$ cat src/rtl/spi_pkg.sv
`default_nettype none
// ============================================================================
// Module   : spi_pkg
// Brief    : Shared state encoding and sizing constants for the SPI master.
// Revision : 1.0 - initial release
// ============================================================================
package spi_pkg;

    localparam int c_CLK_DIV_DEFAULT = 4;
    localparam int c_BYTE_W          = 8;
    localparam int c_CNT_W           = 8;
    localparam int c_BIT_CNT_W       = 4;

    localparam logic [c_BIT_CNT_W-1:0] c_LAST_BIT = c_BIT_CNT_W'(c_BYTE_W);

    typedef enum logic [2:0] {
        S_IDLE  = 3'd0,
        S_SETUP = 3'd1,
        S_HIGH  = 3'd2,
        S_LOW   = 3'd3,
        S_NEXT  = 3'd4,
        S_HOLD  = 3'd5,
        S_CSHI  = 3'd6
    } spi_state_t;

endpackage
`default_nettype wire

$ cat src/rtl/spi_phase_cnt.sv
`default_nettype none
// ============================================================================
// Module   : spi_phase_cnt
// Brief    : Loadable down-counter; expired is high once the count reaches 0.
// Revision : 1.0 - initial release
// ============================================================================
module spi_phase_cnt
    import spi_pkg::*;
#(
    parameter int WIDTH = c_CNT_W
) (
    input  logic             clk,
    input  logic             rstn,
    input  logic             load,
    input  logic [WIDTH-1:0] load_val,
    output logic             expired
);

    logic [WIDTH-1:0] r_count;

    always_ff @(posedge clk or negedge rstn) begin
        if (!rstn) begin
            r_count <= '0;
        end else if (load) begin
            r_count <= load_val;
        end else if (r_count != '0) begin
            r_count <= r_count - WIDTH'(1);
        end
    end

    assign expired = (r_count == '0);

endmodule
`default_nettype wire

$ cat src/rtl/spi_master.sv
`default_nettype none
// ============================================================================
// Module   : spi_master
// Brief    : Byte-streaming SPI mode-0 master with registered bus outputs.
// Revision : 1.0 - initial release
// ============================================================================
module spi_master
    import spi_pkg::*;
#(
    parameter int CLK_DIV = c_CLK_DIV_DEFAULT
) (
    input  logic                clk,
    input  logic                rstn,
    input  logic [c_BYTE_W-1:0] tx_data,
    input  logic                tx_valid,
    input  logic                tx_last,
    output logic                tx_ready,
    output logic [c_BYTE_W-1:0] rx_data,
    output logic                rx_valid,
    output logic                busy,
    output logic                sclk,
    output logic                csn,
    output logic                mosi,
    input  logic                miso
);

    localparam logic [c_CNT_W-1:0] c_RELOAD = c_CNT_W'(CLK_DIV - 1);

    spi_state_t             r_state;
    spi_state_t             w_next_state;
    logic                   w_accept;
    logic                   w_load;
    logic                   w_expired;
    logic [c_BYTE_W-1:0]    r_tx_shift;
    logic [c_BYTE_W-1:0]    r_rx_shift;
    logic [c_BIT_CNT_W-1:0] r_bit_cnt;
    logic                   r_last;

    assign w_accept = tx_valid & tx_ready;
    assign w_load   = (w_next_state != r_state);

    spi_phase_cnt #(
        .WIDTH (c_CNT_W)
    ) u_phase_cnt (
        .clk      (clk),
        .rstn     (rstn),
        .load     (w_load),
        .load_val (c_RELOAD),
        .expired  (w_expired)
    );

    always_ff @(posedge clk or negedge rstn) begin
        if (!rstn) begin
            r_state <= S_IDLE;
        end else begin
            r_state <= w_next_state;
        end
    end

    always_comb begin
        w_next_state = r_state;
        case (r_state)
            S_IDLE:         if (w_accept)  w_next_state = S_SETUP;
            S_SETUP, S_LOW: if (w_expired) w_next_state = S_HIGH;
            S_HIGH: begin
                if (w_expired) begin
                    if (r_bit_cnt == c_LAST_BIT) begin
                        w_next_state = r_last ? S_HOLD : S_NEXT;
                    end else begin
                        w_next_state = S_LOW;
                    end
                end
            end
            S_NEXT:         if (w_accept)  w_next_state = S_LOW;
            S_HOLD:         if (w_expired) w_next_state = S_CSHI;
            S_CSHI:         if (w_expired) w_next_state = S_IDLE;
            default:        w_next_state = S_IDLE;
        endcase
    end

    // Every bus output is updated on the edge that enters the new phase.
    always_ff @(posedge clk or negedge rstn) begin
        if (!rstn) begin
            csn        <= 1'b1;
            sclk       <= 1'b0;
            mosi       <= 1'b0;
            tx_ready   <= 1'b0;
            rx_valid   <= 1'b0;
            busy       <= 1'b0;
            rx_data    <= '0;
            r_tx_shift <= '0;
            r_rx_shift <= '0;
            r_bit_cnt  <= '0;
            r_last     <= 1'b0;
        end else begin
            rx_valid <= 1'b0;
            tx_ready <= (w_next_state == S_IDLE) || (w_next_state == S_NEXT);
            busy     <= (w_next_state != S_IDLE);

            // The shift register holds the bits still to be sent after the current one.
            if (w_accept) begin
                r_tx_shift <= {tx_data[c_BYTE_W-2:0], 1'b0};
                mosi       <= tx_data[c_BYTE_W-1];
                r_last     <= tx_last;
                r_bit_cnt  <= '0;
            end

            if (w_load) begin
                case (w_next_state)
                    S_SETUP: csn <= 1'b0;
                    S_HIGH: begin
                        sclk       <= 1'b1;
                        r_rx_shift <= {r_rx_shift[c_BYTE_W-2:0], miso};
                        r_bit_cnt  <= r_bit_cnt + c_BIT_CNT_W'(1);
                    end
                    S_LOW: begin
                        sclk <= 1'b0;
                        if (r_state == S_HIGH) begin
                            mosi       <= r_tx_shift[c_BYTE_W-1];
                            r_tx_shift <= {r_tx_shift[c_BYTE_W-2:0], 1'b0};
                        end
                    end
                    S_NEXT, S_HOLD: begin
                        sclk     <= 1'b0;
                        rx_data  <= r_rx_shift;
                        rx_valid <= 1'b1;
                    end
                    S_CSHI: begin
                        csn  <= 1'b1;
                        mosi <= 1'b0;
                    end
                    default: ;
                endcase
            end
        end
    end

endmodule
`default_nettype wire

$ cat config.mk
export PLATFORM = sky130hd
export DESIGN_NAME = spi_master
export DESIGN_NICKNAME = d
export VERILOG_FILES = /design/src/rtl/spi_pkg.sv /design/src/rtl/spi_phase_cnt.sv /design/src/rtl/spi_master.sv
export SDC_FILE = /design/constraint.sdc
export NUM_CORES = 1
export LEC_CHECK = 0
export CAP_MARGIN = 10
export CORE_ASPECT_RATIO = 0.9
export CORE_UTILIZATION = 30
export DETAILED_ROUTE_END_ITERATION = 8
export PLACE_DENSITY = 0.55
export SLEW_MARGIN = 5
export SYNTH_ARGS = -nofsm -noshare
export SYNTH_HDL_FRONTEND = slang
export SYNTH_SLANG_ARGS = --single-unit
$ cat constraint.sdc
create_clock -name clk -period 2.7 [get_ports clk]
set_input_delay 0.81 -clock clk [delete_from_list [all_inputs] [get_ports clk]]
set_output_delay 0.81 -clock clk [all_outputs]
set_load 0.05 [all_outputs]
==> results of run 1 <==
==> worst min-delay path, stage by stage (launching register included) <==
cell and delay, ns:
dfrtp_1 0.35, nand2_1 0.05, nand2_1 0.05
==> metal layers <==
metal  part of all wire [%]  wire [um]
met5                      0          0
met4                    1.3         60
met3                    2.5        116
met2                     46       2090
met1                     51       2330
==> Yosys cell counts (2+ instances only) <==
cell type   n  share of area, %
and3b_1     2              0.74
xor2_1      2              0.74
dfrtp_1    45                47
inv_1       7               1.1
mux2_4      8               5.0
o21ai_0     6               1.3
and3_1      3              0.79
clkbuf_1    3              0.47
o211ai_1    5               1.6
nor3_1      4              0.84
ha_1        4               2.1
nand3_1     3              0.63
mux2i_1    10               4.2
a22o_1      2              0.74
nor2_1     12               1.9
a31oi_1     3              0.79
a21oi_2     7               2.6
nor2_2      3              0.79
a21oi_1     2              0.42
or3_1       2              0.53
nand2b_1    2              0.53
o21ai_1     3              0.63
xnor2_1     2              0.74
a211o_1     2              0.74
nand2_1    39               6.1
inv_2       2              0.32
==> area by class of cell <==
cell class                 instances  area share [%]
clock buffer                       6            2.76
inverter                           9            1.13
timing repair buffer              43            12.8
clock inverter                     2            2.01
sequential                        46            38.5
tap                               96            4.01
multi-input combinational        157            38.8
==> sequential cells by signal, indices dropped and copies added (netlist names) <==
| signal | flops |
|---|---|
| busy | 1 |
| csn | 1 |
| mosi | 1 |
| r_bit_cnt | 4 |
| r_last | 1 |
| r_rx_shift | 8 |
| r_state | 3 |
| r_tx_shift | 8 |
| rx_data | 8 |
| rx_valid | 1 |
| sclk | 1 |
| tx_ready | 1 |
| u_phase_cnt.r_count | 8 |
==> power by group through the flow <==
| stage | combinational, W | clock (W) | sequential [W] |
|---|---|---|---|
| 3_3_place_gp | 0.00154 | 0 | 0.00115 |
| 2_1_floorplan | 0.00110 | 0 | 0.00118 |
| 6_report | 0.00155 | 0.000624 | 0.00114 |
| 3_5_place_dp | 0.00156 | 0 | 0.00115 |
| 5_1_grt | 0.00169 | 0.000667 | 0.00117 |
| 4_1_cts | 0.00156 | 0.000646 | 0.00114 |
==> cells by family (layout without fill, tap and decap cells) <==
kind of cell | Yosys count | after routing | share of synthesized area, %
xor+xnor | 4 | 4 | 1.47
mux | 19 | 19 | 9.72
flops | 46 | 46 | 48.4
simple gates | 88 | 88 | 21.3
compound gates | 42 | 42 | 14.1
buf+inv | 15 | 60 | 2.89
fa+ha+maj | 4 | 4 | 2.10
==> worst max path at each step <==
stage	startpoint	endpoint	cells after the start
finish	u_phase_cnt.r_count[0]	r_rx_shift[1]	8
global route	u_phase_cnt.r_count[0]	r_rx_shift[1]	8
CTS	u_phase_cnt.r_count[0]	r_rx_shift[1]	8
detailed placement	tx_valid	r_rx_shift[3]	7
global placement	tx_valid	r_rx_shift[1]	7
floorplan	tx_valid	r_rx_shift[0]	7
==> stage by stage <==
step	setup slack, ns	total power, W	area [um2]	hold WS, ns
2_1_floorplan	0.356	0.00228	2380	0.446
3_3_place_gp	0.0182	0.00269	2850	0.456
3_5_place_dp	-0.0334	0.00271	2850	0.455
4_1_cts	0.186	0.00335	2990	0.476
5_1_grt	0.0868	0.00353	2990	0.506
6_report	0.201	0.00331	2990	0.472
==> results_dict.tcl, run 1 <==
set metrics [dict create \
    outcome "finished clean" \
    portBuffers 26 \
    synth.distinct_cells 61 \
    firstDrtPassIters 4 \
    drc 0 \
    yosysWarningCount 0 \
    rsz0062_at_grt "no" \
    num_antenna_cells 0 \
    fillers 753 \
    initial_core_util_pct 31.3 \
    final_util_pct 39.3 \
    final-seq-area_um2 1150 \
    p_clk_share_pct 18.9 \
    multiInputGateArea_um2 1160 \
    drive_above_1_share_pct 25.1 \
    synth_cells 218 \
    max_stage_delay_ns 0.53 \
    synth.avg_cell_area_um2 10.9 \
    stdcell_count 359 \
    synth_edf_count 0 \
    clock_sinks 46 \
    tritoncts "built" \
    pwr-share-comb_pct 46.8 \
    drt_iter0_drc 120 \
    p_switching_w 0.00131 \
    routedWlPerCell_um 12.8 \
    die_area_um2 8300 \
    crit_slowest_cell "or3b_2" \
    cp-end-kind "register" \
    clk_latency_ns 0.30 \
    die_height_um 86.5 \
    path_class "reg2reg" \
    overflow 0 \
    worst-path-max-fanout 9 \
    postCtsResizedCells 0 \
    numCtsBuffers 5 \
    crit_buf_inv 1 \
    synth_ff_type "dfrtp_1" \
    io_pins 27 \
    htreeDepth 2 \
    intPower_w 0.00200 \
    cp_cell_sequence "inv_1 -> ha_1 -> or3b_2 -> nor4b_4 -> nor3_2 -> a21boi_4 -> nor2_8 -> mux2_4" \
    syn_area_um2 2380 \
    required_ns 2.89 \
    finalCritPeriodShare_pct 92.5 \
    hp-class "reg2reg" \
    vias 1716 \
    mostFrequentLayoutCell "dfrtp_1" \
    ys_ff_latch 46 \
    slew_viol_final 0 \
    cp_data_arrival_time_ns 2.69 \
    fin_nets 279 \
    tightest_slew_ns 0.592 \
    grtUsageMet1_pct 17.7 \
    cts_root_buffer "clkbuf_8" \
    critPathLaunchType "register" \
    antenna_found_initial 0 \
    grt_max_degree 47 \
    first_global_vias 1649 \
    setup_viol 0 \
    rr_worst_depth 8 \
    fin_crit_ns 2.50 \
    avgViaCountPerCell 4.78 \
    hold_start "rx_data[6]" \
    post-cts-setup-buffers 0 \
    syn2layout_area_growth_pct 25.6 \
    worstHoldEndpoint "rx_data[6]" \
    setup_tns_ns 0 \
    regToRegSetupSlack_ns 0.20 \
    slew_headroom_pct 60.5 \
    p_leak_nw 1.32 \
    clk_path_buf_depth 2 \
    ir_worst_vdd_uv 313 \
    cts_hold_buf 0 \
    clkTransAtPathRegs_ns 0.09 \
    hold_path_depth 2 \
    use_met2_pct 18.5 \
    crit_family "simple AND/OR/NAND/NOR gates" \
    dp_cells 351 \
    gp_congestion 0.812 \
    grt_util_met3_pct 2.63 \
    grt_pass1_wl_mm 7.89 \
    pwr-share-seq_pct 34.4 \
    fin_skew_ns 0.00905 \
    regToRegStartpoint "u_phase_cnt.r_count[0]" \
    grt_usage_pct 12.4 \
    hpwlAfterDp_mm 3.38 \
    finalWirelength_mm 4.60 \
    core-area_um2 7620 \
    timing.rr.end "r_rx_shift[1]" \
    most-common-layout-cells "45 x dfrtp_1, 39 x nand2_1, 25 x clkdlybuf4s50_1, 17 x buf_4, 12 x nor2_1" \
    synth_seq_area_share_pct 48.4 \
    cap_violations 0 \
    syn-num-nets 235 \
    hold_viol 0 \
    grt-busiest-layer "met2" \
    async_reset_ff_share_pct 100 \
    sw_frac_of_total_pct 39.5 \
    ant_nets 0 \
    num_rows 30 \
    max_clock_freq_mhz 400 \
    die_x_um 95.9 \
    power.density_nw_per_um2 1110 \
]
No activity file was read; power rests on OpenSTA's default activity.
==> inputs of run 2 (changes only) <==
--- a/config.mk
+++ b/config.mk
@@ -10,7 +10,7 @@
 export CORE_UTILIZATION = 30
 export DETAILED_ROUTE_END_ITERATION = 8
 export PLACE_DENSITY = 0.55
-export SLEW_MARGIN = 5
+export SLEW_MARGIN = 20
 export SYNTH_ARGS = -nofsm -noshare
 export SYNTH_HDL_FRONTEND = slang
 export SYNTH_SLANG_ARGS = --single-unit
==> results of run 2 <==
The final DEF is identical to that of run 1; final timing and power are the same.
